===== config.mk =====
export PLATFORM = sky130hd
export DESIGN_NAME = mem_stage
export DESIGN_NICKNAME = d
export VERILOG_FILES = /design/src/rtl/pipe_pkg.sv /design/src/rtl/mem_stage.sv
export SDC_FILE = /design/constraint.sdc
export NUM_CORES = 1
export LEC_CHECK = 0
export BUFFER_PORTS_ARGS = -buffer_cell sky130_fd_sc_hd__clkbuf_2
export CAP_MARGIN = 20
export CORE_UTILIZATION = 49
export CTS_BUF_LIST = sky130_fd_sc_hd__clkbuf_4
export CTS_CLUSTER_DIAMETER = 80
export DETAILED_ROUTE_END_ITERATION = 16
export PLACE_DENSITY = 0.83
export SYNTH_ARGS = -nofsm -noshare
export SYNTH_HDL_FRONTEND = slang
export SYNTH_SLANG_ARGS = --single-unit

===== constraint.sdc =====
create_clock -name clk -period 2.05 [get_ports clk]
set_clock_uncertainty 0.1 [all_clocks]
set_input_delay 0 -clock clk [delete_from_list [all_inputs] [get_ports clk]]
set_output_delay 0 -clock clk [all_outputs]
set_load 0.01 [all_outputs]

===== src/rtl/pipe_pkg.sv =====
// pipe_pkg: shared definitions for the integer/float pipeline stages.
//   - ex_op encoding constants driven by the execute stage
//   - mem_state_t: state of the memory-access stage FSM
//   - wb_bundle_t: write-back bundle handed to the register files
//   - rd_writes(): register-write qualification (x0 is never written)
package pipe_pkg;

    localparam logic [1:0] OP_NONE   = 2'b00;  // pass ALU result through
    localparam logic [1:0] OP_LOAD   = 2'b01;  // lw / flw
    localparam logic [1:0] OP_STORE  = 2'b10;  // sw / fsw
    localparam logic [1:0] OP_BUBBLE = 2'b11;  // reserved, behaves as a bubble

    typedef enum logic [1:0] {
        IDLE = 2'd0,
        REQ  = 2'd1,
        RESP = 2'd2
    } mem_state_t;

    typedef struct packed {
        logic        valid;
        logic        we;
        logic        fp;
        logic [4:0]  rd;
        logic [31:0] data;
    } wb_bundle_t;

    // Integer x0 is hard-wired to zero, so a write to it is suppressed.
    // Float register f0 is an ordinary register and is always writable.
    function automatic logic rd_writes(input logic fp, input logic [4:0] rd);
        return fp || (rd != 5'd0);
    endfunction

endpackage


===== src/rtl/mem_stage.sv =====
// mem_stage: memory-access stage sitting directly after the execute ALU.
//
// Ports
//   clk, rst          clock (rising edge), asynchronous active-low reset
//   ex_valid/op/fp/rd/res/daddr
//                     instruction presented by EX; sampled only while n_stall = 1
//   n_stall           1 = pipeline advances, 0 = upstream holds (stage busy)
//   wb_valid/we/fp/rd/data
//                     write-back bundle; wb_valid pulses once per retired instruction
//   mem_req/we/addr/wdata, mem_ready
//                     request channel to the single-port data memory
//   mem_rvalid, mem_rdata
//                     load response channel
//   err_oob           one-cycle pulse alongside the retire of an out-of-range access
//   dbg_state         current FSM state, for observation only
//
// Handshake: a request transfers on a rising edge where mem_req = 1 and
// mem_ready = 1. While mem_req = 1 and mem_ready = 0 the request (mem_we,
// mem_addr, mem_wdata) is held unchanged. A load response transfers on a
// rising edge where mem_rvalid = 1 while waiting in RESP; mem_rvalid in any
// other state is ignored. There is no backpressure on the response channel.
module mem_stage
    import pipe_pkg::*;
#(
    parameter int ADDR_W    = 16,
    parameter int DEPTH_CHK = 1
) (
    input  logic              clk,
    input  logic              rst,
    input  logic              ex_valid,
    input  logic [1:0]        ex_op,
    input  logic              ex_fp,
    input  logic [4:0]        ex_rd,
    input  logic [31:0]       ex_res,
    input  logic [29:0]       ex_daddr,
    output logic              n_stall,
    output logic              wb_valid,
    output logic              wb_we,
    output logic              wb_fp,
    output logic [4:0]        wb_rd,
    output logic [31:0]       wb_data,
    output logic              mem_req,
    output logic              mem_we,
    output logic [ADDR_W-1:0] mem_addr,
    output logic [31:0]       mem_wdata,
    input  logic              mem_ready,
    input  logic              mem_rvalid,
    input  logic [31:0]       mem_rdata,
    output logic              err_oob,
    output mem_state_t        dbg_state
);

    mem_state_t        state;
    wb_bundle_t        wb;
    logic              cap_we;
    logic [ADDR_W-1:0] cap_addr;
    logic [31:0]       cap_wdata;
    logic              err_r;

    logic              take;
    logic              addr_oob;

    // A real instruction is accepted only while the stage is idle; in any
    // other state upstream is stalled and the EX inputs are just being held.
    assign take = ex_valid && (ex_op != OP_BUBBLE);

    // Any set bit above the implemented word-address width is out of range.
    // With the check disabled the upper bits are simply dropped.
    assign addr_oob = (DEPTH_CHK != 0) && ((ex_daddr >> ADDR_W) != 30'd0);

    always_ff @(posedge clk or negedge rst) begin
        if (!rst) begin
            state     <= IDLE;
            wb        <= '0;
            cap_we    <= 1'b0;
            cap_addr  <= '0;
            cap_wdata <= '0;
            err_r     <= 1'b0;
        end else begin
            // Retire-only signals are single-cycle pulses.
            wb.valid <= 1'b0;
            wb.we    <= 1'b0;
            err_r    <= 1'b0;

            case (state)
                IDLE: begin
                    if (take) begin
                        wb.fp     <= ex_fp;
                        wb.rd     <= ex_rd;
                        cap_we    <= (ex_op == OP_STORE);
                        cap_addr  <= ex_daddr[ADDR_W-1:0];
                        cap_wdata <= ex_res;
                        if (ex_op == OP_NONE) begin
                            wb.valid <= 1'b1;
                            wb.we    <= rd_writes(ex_fp, ex_rd);
                            wb.data  <= ex_res;
                        end else if (addr_oob) begin
                            // Retire immediately without touching memory:
                            // a load returns zero, a store is dropped.
                            wb.valid <= 1'b1;
                            err_r    <= 1'b1;
                            if (ex_op == OP_LOAD) begin
                                wb.we   <= rd_writes(ex_fp, ex_rd);
                                wb.data <= 32'd0;
                            end
                        end else begin
                            state <= REQ;
                        end
                    end
                end

                REQ: begin
                    if (mem_ready) begin
                        if (cap_we) begin
                            state    <= IDLE;
                            wb.valid <= 1'b1;
                        end else begin
                            state <= RESP;
                        end
                    end
                end

                RESP: begin
                    if (mem_rvalid) begin
                        state    <= IDLE;
                        wb.valid <= 1'b1;
                        wb.we    <= rd_writes(wb.fp, wb.rd);
                        wb.data  <= mem_rdata;
                    end
                end

                default: state <= IDLE;
            endcase
        end
    end

    assign n_stall   = (state == IDLE);
    assign mem_req   = (state == REQ);
    assign mem_we    = cap_we;
    assign mem_addr  = cap_addr;
    assign mem_wdata = cap_wdata;

    assign wb_valid  = wb.valid;
    assign wb_we     = wb.we;
    assign wb_fp     = wb.fp;
    assign wb_rd     = wb.rd;
    assign wb_data   = wb.data;
    assign err_oob   = err_r;
    assign dbg_state = state;

endmodule


==> impl_metrics.py, run 1 <==
metrics = {
    "run_status": {
        "status": "complete, no violations",
    },
    "die": {
        "core_mm2": 0.008721,
        "ios": 201,
        "die-area_mm2": 0.009387,
        "fp.dieW_um": 96.89,
        "core.rowCount": 34,
        "start_util_pct": 50.59,
        "die_y_um": 96.89,
    },
    "cells_and_area": {
        "fin_cells": 738,
        "post-route-util_pct": 74.96,
        "diodes": 0,
        "fin_nets": 734,
        "area_delta_synth_final_pct": 48.18,
        "drive_gt1_share_pct": 49.84,
        "final_area_mm2": 0.006538,
    },
    "power_and_ir_drop": {
        "internal_power_mw": 3.072,
        "ir_worst_vdd_v": 0.0004218,
        "seqPwrFrac_pct": 50.4,
        "p_leak_nw": 3.208,
        "power_frac_comb_pct": 27.9,
        "power_density_mw_per_mm2": 669.9,
        "netSwitchingFraction_pct": 29.85,
        "p_switching_mw": 1.307,
        "p_clk_share_pct": 21.7,
        "total_power_mw": 4.380,
    },
    "setup_path": {
        "end_kind": "register",
        "crit_arrival_ns": 2.19,
        "worstSetupPathType": "reg2reg",
        "critPathMaxFanout": 17,
        "critPathLaunchType": "register",
        "crit_required_ns": 2.29,
    },
    "synth": {
        "synth.most_common_cell": "dfrtp_1",
        "syn_avg_cell_area_um2": 13.01,
        "ys_top_cells_by_count": "dfrtp_1, nor2_1, mux2_4",
        "synth_area_mm2": 0.004412,
        "yosysWarnings": 0,
        "yosys-top-cells-area": "dfrtp_1, mux2_4, a211oi_2, nor2_1, a211oi_1",
        "synth_area_leader_cell": "dfrtp_1",
        "seq_area_frac_synth_pct": 52.18,
        "postSynthCellCount": 339,
        "yosysUniqueCellTypes": 33,
        "syn_nets": 446,
        "ys_ff_latch": 92,
        "synth_flop_cell": "dfrtp_1",
        "synth_top_area_share_pct": 52.18,
        "synth_edf_count": 0,
        "async_flop_share_pct": 100.0,
    },
    "clock_tree": {
        "clock_path_buffers": 2,
        "holdBufCountCts": 95,
        "cts.sinks": 92,
        "cts_resized": 0,
        "cts.clk_slew.worst_paths_ns": 0.15,
        "cts_tree": "built",
        "clk_latency_ns": 0.42,
        "cts_htree_levels": 3,
        "cts-buffers-inserted": 9,
        "cts_setup_buffers": 0,
        "clockRootBuffer": "clkbuf_4",
    },
    "drt": {
        "num_vias": 4033,
        "drt_first_pass_iters": 4,
        "first_iter_violations": 193,
        "wirelength_mm": 14.09,
        "ant_nets": 0,
        "wire_per_inst_um": 19.09,
        "vias_per_cell": 5.465,
        "drc": 0,
    },
    "grt": {
        "antenna_found_initial": 0,
        "track_usage_pct": 31.30,
        "grt_pass1_wl_mm": 23.03,
        "grt_max_degree": 49,
        "first_global_vias": 4484,
        "grt_overflow": 0,
    },
    "placed_design": {
        "place_ws_ns": 0.1416,
        "dp_cells": 629,
        "dpl.hpwl_mm": 8.586,
        "placed_cell_area_mm2": 0.005464,
        "io_buffers": 200,
        "gp_congestion": 0.8141,
    },
    "sta": {
        "period_needed_ns": 1.956,
        "finalSetupViolCount": 0,
        "rsz0062_at_grt": "no",
        "max_slew.worst_pin.slew_ns": 0.6747,
        "tns_ns": 0,
        "finalCritPeriodShare_pct": 95.42,
        "fin_ws_ns": 0.09383,
        "maxSlewViolCount": 0,
        "max_slew_margin_pct": 54.85,
        "final_hold_viol_count": 0,
        "max_clock_freq_ghz": 0.5112,
        "hold_ws_ns": 0.02977,
    },
    "worst_hold_path": {
        "hp-class": "in2async",
    },
    "run": {
        "maxCapViolations": 0,
    },
}
## path summary, 6_finish.rpt
check	from	endpoint	slack, ns	cells past startpoint
worst max-delay path	dbg_state[1]	wb_data[21]	0.09	5
worst min-delay path	rst	mem_wdata[3]	0.03	2
worst max register to register	dbg_state[1]	wb_data[21]	0.09	5
worst min register to register	mem_wdata[2]	mem_wdata[2]	0.43	1
max in group asynchronous	rst	mem_addr[5]	1.15	3
min in group clk	ex_daddr[27]	wb_valid	0.13	5
## power by group through the flow
stage,sequential [mW],combinational (mW),clock [mW]
2_1_floorplan,2.33,0.467,0
3_3_place_gp,2.21,1.03,0
3_5_place_dp,2.23,1.06,0
4_1_cts,2.20,1.20,0.976
5_1_grt,2.24,1.30,1.05
6_report,2.21,1.22,0.950
## sequential cells by signal (all words and copies together), names as in the netlist
register	count
mem_wdata	32
wb_data	32
mem_addr	16
wb_rd	5
dbg_state	2
err_oob	1
mem_we	1
wb_fp	1
wb_valid	1
wb_we	1
## area by class of cell
| type | count | area, um2 |
|---|---|---|
| multi-input combinational | 216 | 1887 |
| sequential | 92 | 2302 |
| fill | 519 | 2183 |
| inverter | 3 | 11.26 |
| timing repair buffer | 305 | 2079 |
| tap | 108 | 135.1 |
| clock inverter | 5 | 55.05 |
| clock buffer | 9 | 67.56 |
## placed cells by master, fill, tap and decap left out
master and instances:
clkbuf_2 199, dlygate4sd3_1 95, dfrtp_1 92, nor2_1 69, mux2_4 38, a211oi_1 34
a211oi_2 30, mux2_2 16, clkbuf_4 9, buf_4 7, buf_12 4, nand2b_1 3
inv_1 3, o32ai_1 3, or4_1 2, nor3_1 2, nor4_2 2, nand2_1 2
nor3b_4 1, nor4_4 1, nand4_1 1, nor2b_1 1, nand2_4 1, and2_1 1
a31oi_1 1, o21ai_1 1, and4b_2 1, and2b_1 1, o21ai_4 1, and3_1 1
nor3b_1 1, and4_1 1, a21oi_1 1, clkinv_2 1, clkinvlp_4 1, clkinv_4 1
clkinv_1 1, bufinv_16 1
## critical path: stages, from the launching register on
cell	delay, ns
dfrtp_1	0.50
nor3b_4	0.34
and2b_1	0.25
o21ai_4	0.21
buf_12	0.24
a211oi_2	0.22
## kinds of logic (layout without fill, tap and decap cells)
| kind of cell | count (synthesis) | after routing | synth area share (%) |
|---|---|---|---|
| AOI/OAI and AO/OA | 71 | 71 | 15.63 |
| DFF | 92 | 92 | 52.18 |
| buffers and inverters | 31 | 322 | 5.218 |
| muxes | 54 | 54 | 17.02 |
| and+or+nand+nor | 91 | 91 | 9.955 |
## routing by layer
layer	up-vias	routed length, um	track usage, %	part of all wire, %
met5	-	0	0	0
met2	223	7404	53.68	53
met4	0	627	18.37	4.4
li1	1806	-	-	-
met1	1949	5272	36.36	37
met3	55	788	6.069	5.6
Power figures use the tool's default switching activity.
==> run 2, diff against run 1 <==
--- a/config.mk
+++ b/config.mk
@@ -12,6 +12,7 @@
 export CTS_CLUSTER_DIAMETER = 80
 export DETAILED_ROUTE_END_ITERATION = 16
 export PLACE_DENSITY = 0.83
+export REMOVE_ABC_BUFFERS = 1
 export SYNTH_ARGS = -nofsm -noshare
 export SYNTH_HDL_FRONTEND = slang
 export SYNTH_SLANG_ARGS = --single-unit
==> run 2 against run 1 <==
Total power shrank 1.8%. Register-to-register slack gained 0.21 ns. Flip-flop and latch count stayed put. Cell area is 1.7% higher. Worst hold slack worse by 0.0069 ns. Cell count increased by 2.3%. Non-clock buffer count up 15. Combinational power is essentially flat. Sequential share of layout area decreased by 0.58 points. Via count up 1.4%. Clock-buffer cell count unchanged. Critical path type is now in2reg. Largest cell class unchanged. Largest power group unchanged.
==> impl_metrics.py, run 2 (synthesized netlist as in run 1, its figures left out) <==
metrics = {
    "die": {
        "core_mm2": 0.008721,
        "die_y_um": 96.89,
        "fp.dieW_um": 96.89,
        "start_util_pct": 50.59,
        "ios": 201,
        "die-area_mm2": 0.009387,
        "core.rowCount": 34,
    },
    "placed_design": {
        "gp_congestion": 0.8192,
        "dpl.hpwl_mm": 8.132,
        "io_buffers": 200,
        "place_ws_ns": 0.3172,
        "placed_cell_area_mm2": 0.005469,
    },
    "setup_path": {
        "slowest_stage": "dlygate4sd3_1",
        "ff2ff_path_depth": 4,
        "critPathLaunchType": "primary input",
        "path_cells": "dlygate4sd3_1 -> clkbuf_2 -> nor2_1 -> dlygate4sd3_1 -> nand4_1 -> o21ai_4 -> buf_6 -> a211oi_2",
        "reg2reg_slack_ns": 0.30,
        "worstSetupPathType": "in2reg",
        "critPathLaunch": "ex_daddr[23]",
        "crit_cells": 8,
        "reg2reg_to": "mem_we",
        "crit_path_frequent_cell": "dlygate4sd3_1",
        "crit_arrival_ns": 2.15,
        "rr_startpoint": "dbg_state[0]",
        "critPathBufInv": 4,
        "critPathMaxFanout": 17,
        "crit_path_end": "wb_data[2]",
        "end_kind": "register",
        "crit_required_ns": 2.24,
        "crit_path_max_incr_delay_ns": 0.56,
        "crit_family": "buffers and inverters",
    },
    "drt": {
        "wire_per_inst_um": 18.32,
        "drt_first_pass_iters": 4,
        "ant_nets": 0,
        "vias_per_cell": 5.419,
        "wirelength_mm": 13.83,
        "drc": 0,
        "num_vias": 4091,
        "first_iter_violations": 143,
    },
    "grt": {
        "grt_pass1_wl_mm": 22.51,
        "first_global_vias": 4584,
        "track_usage_pct": 30.27,
        "grt_overflow": 0,
        "grt_max_degree": 48,
        "antenna_found_initial": 0,
    },
    "clock_tree": {
        "cts_tree": "built",
        "cts.clk_slew.worst_paths_ns": 0.15,
        "cts.sinks": 92,
        "clockRootBuffer": "clkbuf_4",
        "cts_htree_levels": 3,
        "clk_latency_ns": 0.41,
        "clock_path_buffers": 2,
        "cts-buffers-inserted": 9,
        "cts_setup_buffers": 0,
    },
    "sta": {
        "max_slew_margin_pct": 59.37,
        "fin_ws_ns": 0.09173,
        "max_clock_freq_ghz": 0.5107,
        "finalCritPeriodShare_pct": 95.53,
        "final_hold_viol_count": 0,
        "finalSetupViolCount": 0,
        "rsz0062_at_grt": "no",
        "max_slew.worst_pin.slew_ns": 0.6094,
        "maxSlewViolCount": 0,
        "period_needed_ns": 1.958,
        "tns_ns": 0,
        "hold_ws_ns": 0.02283,
    },
    "cells_and_area": {
        "final_area_mm2": 0.006648,
        "final_common_cell": "clkbuf_2",
        "diodes": 0,
        "layout_common_cells": "clkbuf_2, dlygate4sd3_1, dfrtp_1, nor2_1, mux2_4",
        "n_fill_cell": 562,
        "drive_gt1_share_pct": 49.30,
        "fin_nets": 749,
        "post-route-util_pct": 76.23,
        "area_delta_synth_final_pct": 50.68,
    },
    "power_and_ir_drop": {
        "ir_worst_vdd_v": 0.0004752,
        "power_density_mw_per_mm2": 647.2,
        "p_leak_nw": 3.272,
    },
    "run_status": {
        "status": "complete, no violations",
    },
    "worst_hold_path": {
        "hp-class": "in2async",
    },
    "run": {
        "maxCapViolations": 0,
    },
}
run 2: cell count changes in the layout (fill, tap and decap cells not counted), sizes merged:
| cell | delta |
|---|---|
| dlygate4sd3 | +11 |
| inv | +1 |
| clkinv | +2 |
| bufinv | -1 |
| buf | +4 |
run 2: final cells by class:
cell class | count | area, um2 | area share, %
clock buffer | 9 | 67.56 | 1.016
clock inverter | 7 | 42.54 | 0.6399
inverter | 3 | 11.26 | 0.1694
multi-input combinational | 216 | 1887 | 28.38
sequential | 92 | 2302 | 34.63
tap | 108 | 135.1 | 2.033
timing repair buffer | 320 | 2202 | 33.13
run 2: how the worst min path moves through the flow:
stage              endpoint
2_1_floorplan  dbg_state[0]
3_3_place_gp    mem_addr[0]
3_5_place_dp   mem_addr[10]
4_1_cts        dbg_state[0]
5_1_grt        dbg_state[0]
6_report        mem_addr[0]
run 2: layer usage:
metal | track usage (%) | vias to the layer above | share of wire [%] | wire length (um)
met5 | 0 | - | 0 | 0
met4 | 16.76 | 0 | 4.8 | 669
met3 | 5.202 | 57 | 4.8 | 665
met2 | 55.63 | 202 | 54 | 7454
met1 | 32.73 | 1999 | 36 | 5039
li1 | - | 1833 | - | -
run 2: repair_timing:
action	4_1_cts	5_1_grt
resized for setup	0	2
hold buffers	106	0
endpoints found under the hold margin	184	0
endpoints found under the setup margin	0	15
run 2: per-stage QoR:
step                instances  power (mW)
global route              755       4.518
finish                    755       4.303
detailed placement        633       3.283
CTS                       755       4.295
global placement          633       3.236
floorplan                 311       2.781
run 2: power breakdown:
part,internal [mW],switching [mW],total (mW),leakage [nW]
Sequential,2.05,0.155,2.21,1.09
Clock,0.245,0.609,0.854,0.0612
Combinational,0.682,0.560,1.24,2.12
Total,2.98,1.32,4.30,3.27
